`src/rtl/bus_rx_target.sv`:
```
`default_nettype none
// ============================================================================
//  Module   : bus_rx_target
//  Purpose  : Receiving end of the shared 2-bit arbitrated bus. Samples the
//             bus once per one-hot grant, tags the word with its source
//             master and buffers it in a small FIFO for a downstream
//             consumer. Reports back-pressure and sticky error flags.
//  Options  : BUS_RX_STATS_EN - adds per-master accepted-word counters
//             (cnt_m1, cnt_m2, cnt_m3).
//  Revision : 1.0 - initial release
// ============================================================================
module bus_rx_target #(
    parameter int AW = 2
) (
    input  logic          clk,
    input  logic          reset,
    input  logic [2:0]    grant,
    input  logic [1:0]    bus_data,
    output logic          rx_ready,
    input  logic          rd_en,
    output logic [3:0]    rd_data,
    output logic          rd_valid,
    output logic          empty,
    output logic          full,
    output logic [AW:0]   count,
    output logic [1:0]    last_data,
    output logic          overflow,
    output logic          protocol_err
`ifdef BUS_RX_STATS_EN
    ,
    output logic [7:0]    cnt_m1,
    output logic [7:0]    cnt_m2,
    output logic [7:0]    cnt_m3
`endif
);

    localparam int           DEPTH     = 2 ** AW;
    localparam logic [AW:0]  DEPTH_CNT = (AW + 1)'(DEPTH);

    typedef enum logic [1:0] {
        ST_IDLE = 2'd0,
        ST_HELD = 2'd1,
        ST_ERR  = 2'd2
    } state_t;

    state_t          state_q, state_d;
    logic [2:0]      prev_grant_q, prev_grant_d;
    logic [AW-1:0]   wr_ptr_q, wr_ptr_d;
    logic [AW-1:0]   rd_ptr_q, rd_ptr_d;
    logic [AW:0]     count_q, count_d;
    logic [3:0]      rd_data_q, rd_data_d;
    logic            rd_valid_q, rd_valid_d;
    logic [1:0]      last_data_q, last_data_d;
    logic            overflow_q, overflow_d;
    logic            protocol_err_q, protocol_err_d;
    logic [3:0]      mem_q [DEPTH];

    logic            grant_onehot;
    logic            grant_illegal;
    logic            xfer_event;
    logic [1:0]      src_id;
    logic            fifo_empty;
    logic            fifo_full;
    logic            pop;
    logic            push;
    logic            drop;

`ifdef BUS_RX_STATS_EN
    logic [7:0]      cnt_m1_q, cnt_m1_d;
    logic [7:0]      cnt_m2_q, cnt_m2_d;
    logic [7:0]      cnt_m3_q, cnt_m3_d;
`endif

    // Grant decode, transfer detection, FIFO control and next-state logic
    always_comb begin
        grant_onehot  = (grant != 3'd0) && ((grant & (grant - 3'd1)) == 3'd0);
        grant_illegal = (grant != 3'd0) && !grant_onehot;
        // A held grant captures once; a hand-over to another master is a new
        // event. Leaving ERR with a one-hot grant always differs from the
        // illegal grant stored, so it is an event too.
        xfer_event    = grant_onehot && ((state_q == ST_IDLE) || (grant != prev_grant_q));

        case (grant)
            3'b001:  src_id = 2'd1;
            3'b010:  src_id = 2'd2;
            3'b100:  src_id = 2'd3;
            default: src_id = 2'd0;
        endcase

        fifo_empty = (count_q == '0);
        fifo_full  = (count_q == DEPTH_CNT);
        pop        = rd_en && !fifo_empty;
        // A full FIFO still accepts when the consumer frees a slot this cycle
        push       = xfer_event && (!fifo_full || pop);
        drop       = xfer_event && fifo_full && !pop;

        if (grant == 3'd0) begin
            state_d = ST_IDLE;
        end else if (grant_illegal) begin
            state_d = ST_ERR;
        end else begin
            state_d = ST_HELD;
        end
        prev_grant_d = grant;

        wr_ptr_d = push ? wr_ptr_q + AW'(1) : wr_ptr_q;
        rd_ptr_d = pop  ? rd_ptr_q + AW'(1) : rd_ptr_q;

        count_d = count_q;
        if (push && !pop) begin
            count_d = count_q + (AW + 1)'(1);
        end else if (pop && !push) begin
            count_d = count_q - (AW + 1)'(1);
        end

        rd_data_d      = pop ? mem_q[rd_ptr_q] : rd_data_q;
        rd_valid_d     = pop;
        last_data_d    = push ? bus_data : last_data_q;
        overflow_d     = overflow_q | drop;
        protocol_err_d = protocol_err_q | grant_illegal;

`ifdef BUS_RX_STATS_EN
        cnt_m1_d = (push && src_id == 2'd1) ? cnt_m1_q + 8'd1 : cnt_m1_q;
        cnt_m2_d = (push && src_id == 2'd2) ? cnt_m2_q + 8'd1 : cnt_m2_q;
        cnt_m3_d = (push && src_id == 2'd3) ? cnt_m3_q + 8'd1 : cnt_m3_q;
`endif
    end

    // Control, status and read-port registers with synchronous reset
    always_ff @(posedge clk) begin
        if (reset) begin
            state_q        <= ST_IDLE;
            prev_grant_q   <= 3'd0;
            wr_ptr_q       <= '0;
            rd_ptr_q       <= '0;
            count_q        <= '0;
            rd_data_q      <= 4'd0;
            rd_valid_q     <= 1'b0;
            last_data_q    <= 2'd0;
            overflow_q     <= 1'b0;
            protocol_err_q <= 1'b0;
`ifdef BUS_RX_STATS_EN
            cnt_m1_q       <= 8'd0;
            cnt_m2_q       <= 8'd0;
            cnt_m3_q       <= 8'd0;
`endif
        end else begin
            state_q        <= state_d;
            prev_grant_q   <= prev_grant_d;
            wr_ptr_q       <= wr_ptr_d;
            rd_ptr_q       <= rd_ptr_d;
            count_q        <= count_d;
            rd_data_q      <= rd_data_d;
            rd_valid_q     <= rd_valid_d;
            last_data_q    <= last_data_d;
            overflow_q     <= overflow_d;
            protocol_err_q <= protocol_err_d;
`ifdef BUS_RX_STATS_EN
            cnt_m1_q       <= cnt_m1_d;
            cnt_m2_q       <= cnt_m2_d;
            cnt_m3_q       <= cnt_m3_d;
`endif
        end
    end

    // FIFO storage; contents are don't-care after reset since pointers clear
    always_ff @(posedge clk) begin
        if (push && !reset) begin
            mem_q[wr_ptr_q] <= {src_id, bus_data};
        end
    end

    assign rx_ready     = !fifo_full;
    assign empty        = fifo_empty;
    assign full         = fifo_full;
    assign count        = count_q;
    assign rd_data      = rd_data_q;
    assign rd_valid     = rd_valid_q;
    assign last_data    = last_data_q;
    assign overflow     = overflow_q;
    assign protocol_err = protocol_err_q;
`ifdef BUS_RX_STATS_EN
    assign cnt_m1       = cnt_m1_q;
    assign cnt_m2       = cnt_m2_q;
    assign cnt_m3       = cnt_m3_q;
`endif

endmodule
`default_nettype wire
```
`config.mk`:
```
export PLATFORM = sky130hd
export DESIGN_NAME = bus_rx_target
export DESIGN_NICKNAME = d
export VERILOG_FILES = /design/src/rtl/bus_rx_target.sv
export SDC_FILE = /design/constraint.sdc
export NUM_CORES = 1
export LEC_CHECK = 0
export CAP_MARGIN = 5
export CORE_ASPECT_RATIO = 1.5
export CORE_UTILIZATION = 53
export DETAILED_ROUTE_END_ITERATION = 7
export GPL_TIMING_DRIVEN = 1
export PLACE_DENSITY = 0.78
export SLEW_MARGIN = 10
export SYNTH_ARGS = -nofsm -noshare
export SYNTH_HDL_FRONTEND = slang
export SYNTH_SLANG_ARGS = --single-unit
```
`constraint.sdc`:
```
create_clock -name clk -period 3.7 [get_ports clk]
set_input_delay 0.74 -clock clk [delete_from_list [all_inputs] [get_ports clk]]
set_output_delay 0.74 -clock clk [all_outputs]
set_load 0.05 [all_outputs]
```
==> results.txt, run 1 <==
Hold is met by 482 ps. In this run the static leakage power is 0.724 nW. After global routing the overflow that remains totals 0. The run gives 0.687 as the final weighted congestion in routability-driven placement. For the placed standard-cell area, the log shows 0.00183 mm².

Number of buffer cells added on primary ports: 22. Setup repair after global routing left no endpoint under its margin. Origin of the critical flop-to-flop path: count[1]$_SDFFE_PP0P_.

Summed over all failing endpoints, the final setup total negative slack is 0 ps. Of the cells placed in the final design, the portion with a size suffix greater than 1 is 12.1%. The worst-case IR drop observed on VDD is 0.396 mV. The post-placement cell count was 180; the die boundary width was 46.7 µm.

The data arrival at the endpoint of the critical path came out at 3440 ps. TritonCTS built the clock tree. The worst hold path belongs to the class flop to flop. Number of setup buffers added after CTS: 0. The element type at the critical path end was a flop. The number of instances resized during post-cts repair was 0.

The worst hold path begins at protocol_err$_SDFF_PP0_. For the number of maximum-capacitance violations, the log shows 0. The final antenna diode count was 0. In this run, the number of DRC markers left after iteration 0 of detailed routing was 19. The tools report the number of H-tree branching levels as 2. Buffers inserted during clock tree synthesis total 5. The warning count from the yosys run was 0; the count of TritonRoute iterations in the first routing pass was 4. The clock passes through at most 2 buffers.

Detail-routed via count per cell: 5.24. At the pin with the least slew margin, the transition time is 827 ps. The first-pass GRT wire length is 4350 µm. The primary flip-flop cell chosen by synthesis mapping was sky130_fd_sc_hd__dfxtp_1. The final route contains 985 vias. The tools report the total length of routed wires as 2630 µm. Counting every net in the synthesized netlist gives 139.

In this run the standard cell core region covers 0.00288 mm². The worst setup path is launched from an input port. Entering global routing, the biggest net connects 29 pins.

Static timing analysis puts the maximum clock frequency at 310 MHz. The cell chosen for the clock root was sky130_fd_sc_hd__clkbuf_8. The area growth from synthesis to layout is 22.6%. The height of the chip came out at 69.0 µm. The share of async-settable or async-resettable flops after synthesis was 0%; the via count of the first global-routing pass was 985.

Filler-free cell count of the finished design: 188. Post-synthesis cell count: 125. For the count of nets after finishing, the log shows 162.

The tools report the effective utilization at floorplan as 55.0%. The run gives 0 as the max-slew violation total from the final report. Summed over all nets, the half-perimeter wirelength after detailed placement is 1920 µm.

The cell depth of the worst hold path works out to 2. The number of antenna violations at the first check in global routing was 0; the clock-pin slew on the worst setup and hold paths was 70 ps. For the worst flop-to-flop path, the logic depth is 7. At the worst endpoint, the required time is 3920 ps.

The detail-routed net length per standard cell was 14.0 µm; the count of hold-fix buffers inserted at cts was 0. The end of the worst register-to-register path was count[2]$_SDFFE_PP0P_. The post-layout total power came out at 0.00133 W.

The number of DRC violations after detailed routing was 0. Global routing used 19.3% of the available tracks. The run finished with clean final reports. At the later pin of the worst-skew pair, clock insertion delay measures 290 ps. In this run the worst path has a maximum fanout of 7. After synthesis the cells add up to 0.00159 mm².

Sequential elements use 56.8% of the synthesized area. After synthesis, the mean cell area works out to 12.7 µm². For the die outline area, the log shows 0.00322 mm². Headroom to the max-slew limit came out at 44.5%. The post-route antenna net violation count is 0, and the number of synthesized flops with an enable pin is 16. The count of endpoints failing hold in the final timing report came out at 0. The worst setup path is of the input port to flop kind. Pin placement for this block handled 23 I/O pins.

Across the routed clock network, the largest skew measured is 3.77 ps. In this run, distinct cell masters in the synthesized netlist total 32. For the TritonCTS sink count, the log shows 37. The post-synthesis register bit count was 37. Setup violations remaining at the end of the flow were counted as 0. Setup slack of the most critical reg-to-reg path: 1170 ps. The finished cells cover 0.00194 mm². Final period demand of the worst path: 3220 ps.

The tools report the site row count as 24. The part of the cycle the worst path needs is 87.1%. The path with the worst hold slack has its endpoint at protocol_err$_SDFF_PP0_. The power per cell area works out to 683 mW/mm².
==> how the worst max path moves through the flow <==
stage                         from                     to  slack [ps]  cells after the start
after floorplan           grant[0]  count[2]$_SDFFE_PP0P_         820                     11
after global placement    grant[0]  count[2]$_SDFFE_PP0P_         270                     11
after detailed placement  grant[0]  count[2]$_SDFFE_PP0P_         200                     11
after CTS                 grant[0]  count[2]$_SDFFE_PP0P_         490                     11
after global routing      grant[0]  count[2]$_SDFFE_PP0P_         270                     11
final                     grant[0]  count[2]$_SDFFE_PP0P_         480                     11
==> sequential cells by signal, indices dropped and copies added, names as in the netlist <==
name,flops
count,3
wr_ptr_q,2
rd_valid,1
rd_data,4
protocol_err,1
last_data,2
mem_q,16
state_q,2
overflow,1
rd_ptr_q,2
prev_grant_q,3
==> cell families (layout without fill, tap and decap cells) <==
| family | after synthesis | count (layout) | share of synthesized area [%] |
|---|---|---|---|
| flip-flops | 37 | 37 | 56.8 |
| buffers and inverters | 14 | 38 | 3.47 |
| multiplexers | 11 | 11 | 10.1 |
| adder cells (fa/ha/maj) | 6 | 6 | 5.21 |
| AND/OR/NAND/NOR | 35 | 35 | 12.9 |
| AO/OA/AOI/OAI | 12 | 12 | 6.07 |
| XOR/XNOR | 10 | 10 | 5.52 |
==> synth_stat cells (2+ instances only) <==
cell	number	area (µm²)
sky130_fd_sc_hd__mux2i_1	7	70.1
sky130_fd_sc_hd__nor3b_1	4	30.0
sky130_fd_sc_hd__a31oi_1	2	12.5
sky130_fd_sc_hd__mux4_2	4	90.1
sky130_fd_sc_hd__xor2_1	3	26.3
sky130_fd_sc_hd__o21ai_0	2	10.0
sky130_fd_sc_hd__nor2_1	14	52.6
sky130_fd_sc_hd__xnor2_1	7	61.3
sky130_fd_sc_hd__nand2b_1	4	25.0
sky130_fd_sc_hd__nand4_1	2	12.5
sky130_fd_sc_hd__dfxtp_1	21	420
sky130_fd_sc_hd__inv_1	6	22.5
sky130_fd_sc_hd__nor2b_1	5	31.3
sky130_fd_sc_hd__edfxtp_1	16	480
sky130_fd_sc_hd__clkbuf_1	4	15.0
sky130_fd_sc_hd__ha_1	5	62.6
sky130_fd_sc_hd__a21oi_1	3	15.0
sky130_fd_sc_hd__buf_2	2	10.0
==> layer usage <==
layer / part of all wire (%) / vias up / GRT usage, %
met5: 0 / - / 0
met2: 57 / 18 / 31.3
li1: - / 478 / -
met3: 3.8 / 6 / 8.38
met4: 2.1 / 0 / 8.89
met1: 37 / 483 / 20.4
==> worst max-delay path, cell delays in order <==
cell and delay (ps):
sky130_fd_sc_hd__clkdlybuf4s50_1 540, sky130_fd_sc_hd__o21ai_0 350, sky130_fd_sc_hd__o21a_1 320, sky130_fd_sc_hd__nand3_4 160
sky130_fd_sc_hd__inv_2 120, sky130_fd_sc_hd__ha_1 180, sky130_fd_sc_hd__inv_1 60, sky130_fd_sc_hd__fa_1 370
sky130_fd_sc_hd__xor2_1 150, sky130_fd_sc_hd__or3_1 310, sky130_fd_sc_hd__a21oi_1 140
==> through the flow <==
step	setup slack, ps	utilization [%]
after floorplan	819	-
after global placement	275	63.6
after detailed placement	195	63.6
after CTS	493	67.4
after global routing	270	67.4
final	479	67.4
==> cell usage in the layout, fill, tap and decap left out, types with 2 or more instances in the layout <==
| master | count |
|---|---|
| sky130_fd_sc_hd__clkdlybuf4s50_1 | 22 |
| sky130_fd_sc_hd__dfxtp_1 | 21 |
| sky130_fd_sc_hd__edfxtp_1 | 16 |
| sky130_fd_sc_hd__nor2_1 | 14 |
| sky130_fd_sc_hd__xnor2_1 | 7 |
| sky130_fd_sc_hd__mux2i_1 | 7 |
| sky130_fd_sc_hd__inv_1 | 6 |
| sky130_fd_sc_hd__nor2b_1 | 5 |
| sky130_fd_sc_hd__ha_1 | 5 |
| sky130_fd_sc_hd__clkbuf_8 | 5 |
| sky130_fd_sc_hd__nor3b_1 | 4 |
| sky130_fd_sc_hd__mux4_2 | 4 |
| sky130_fd_sc_hd__nand2b_1 | 4 |
| sky130_fd_sc_hd__xor2_1 | 3 |
| sky130_fd_sc_hd__a21oi_1 | 3 |
| sky130_fd_sc_hd__o21ai_0 | 2 |
| sky130_fd_sc_hd__nand4_1 | 2 |
| sky130_fd_sc_hd__a31oi_1 | 2 |
==> report_power, final <==
| part | internal, W | leakage [nW] | switching [W] | total, W |
|---|---|---|---|---|
| sequential | 0.000478 | 0.320 | 0.0000509 | 0.000529 |
| combinational | 0.000190 | 0.353 | 0.000270 | 0.000460 |
| clock | 0.000198 | 0.0518 | 0.000141 | 0.000339 |
| total | 0.000866 | 0.724 | 0.000462 | 0.00133 |
==> layout make-up <==
cell class              count  area [µm²]
repair buffers             23         228
inverters                   7        26.3
flip-flops and latches     37         901
clock inverters             3        41.3
clock buffers               5        68.8
multi-input cells          74         631
fillers                   246         938
well taps                  39        48.8
(Power assumes the default switching activity.)
==> run 2, diff against run 1 <==
--- a/config.mk
+++ b/config.mk
@@ -9,6 +9,7 @@
 export CORE_ASPECT_RATIO = 1.5
 export CORE_UTILIZATION = 53
 export DETAILED_ROUTE_END_ITERATION = 7
+export GPL_ROUTABILITY_DRIVEN = 1
 export GPL_TIMING_DRIVEN = 1
 export PLACE_DENSITY = 0.78
 export SLEW_MARGIN = 10
==> results of run 2 <==
No change in the layout: final DEF, timing and power equal those of run 1.
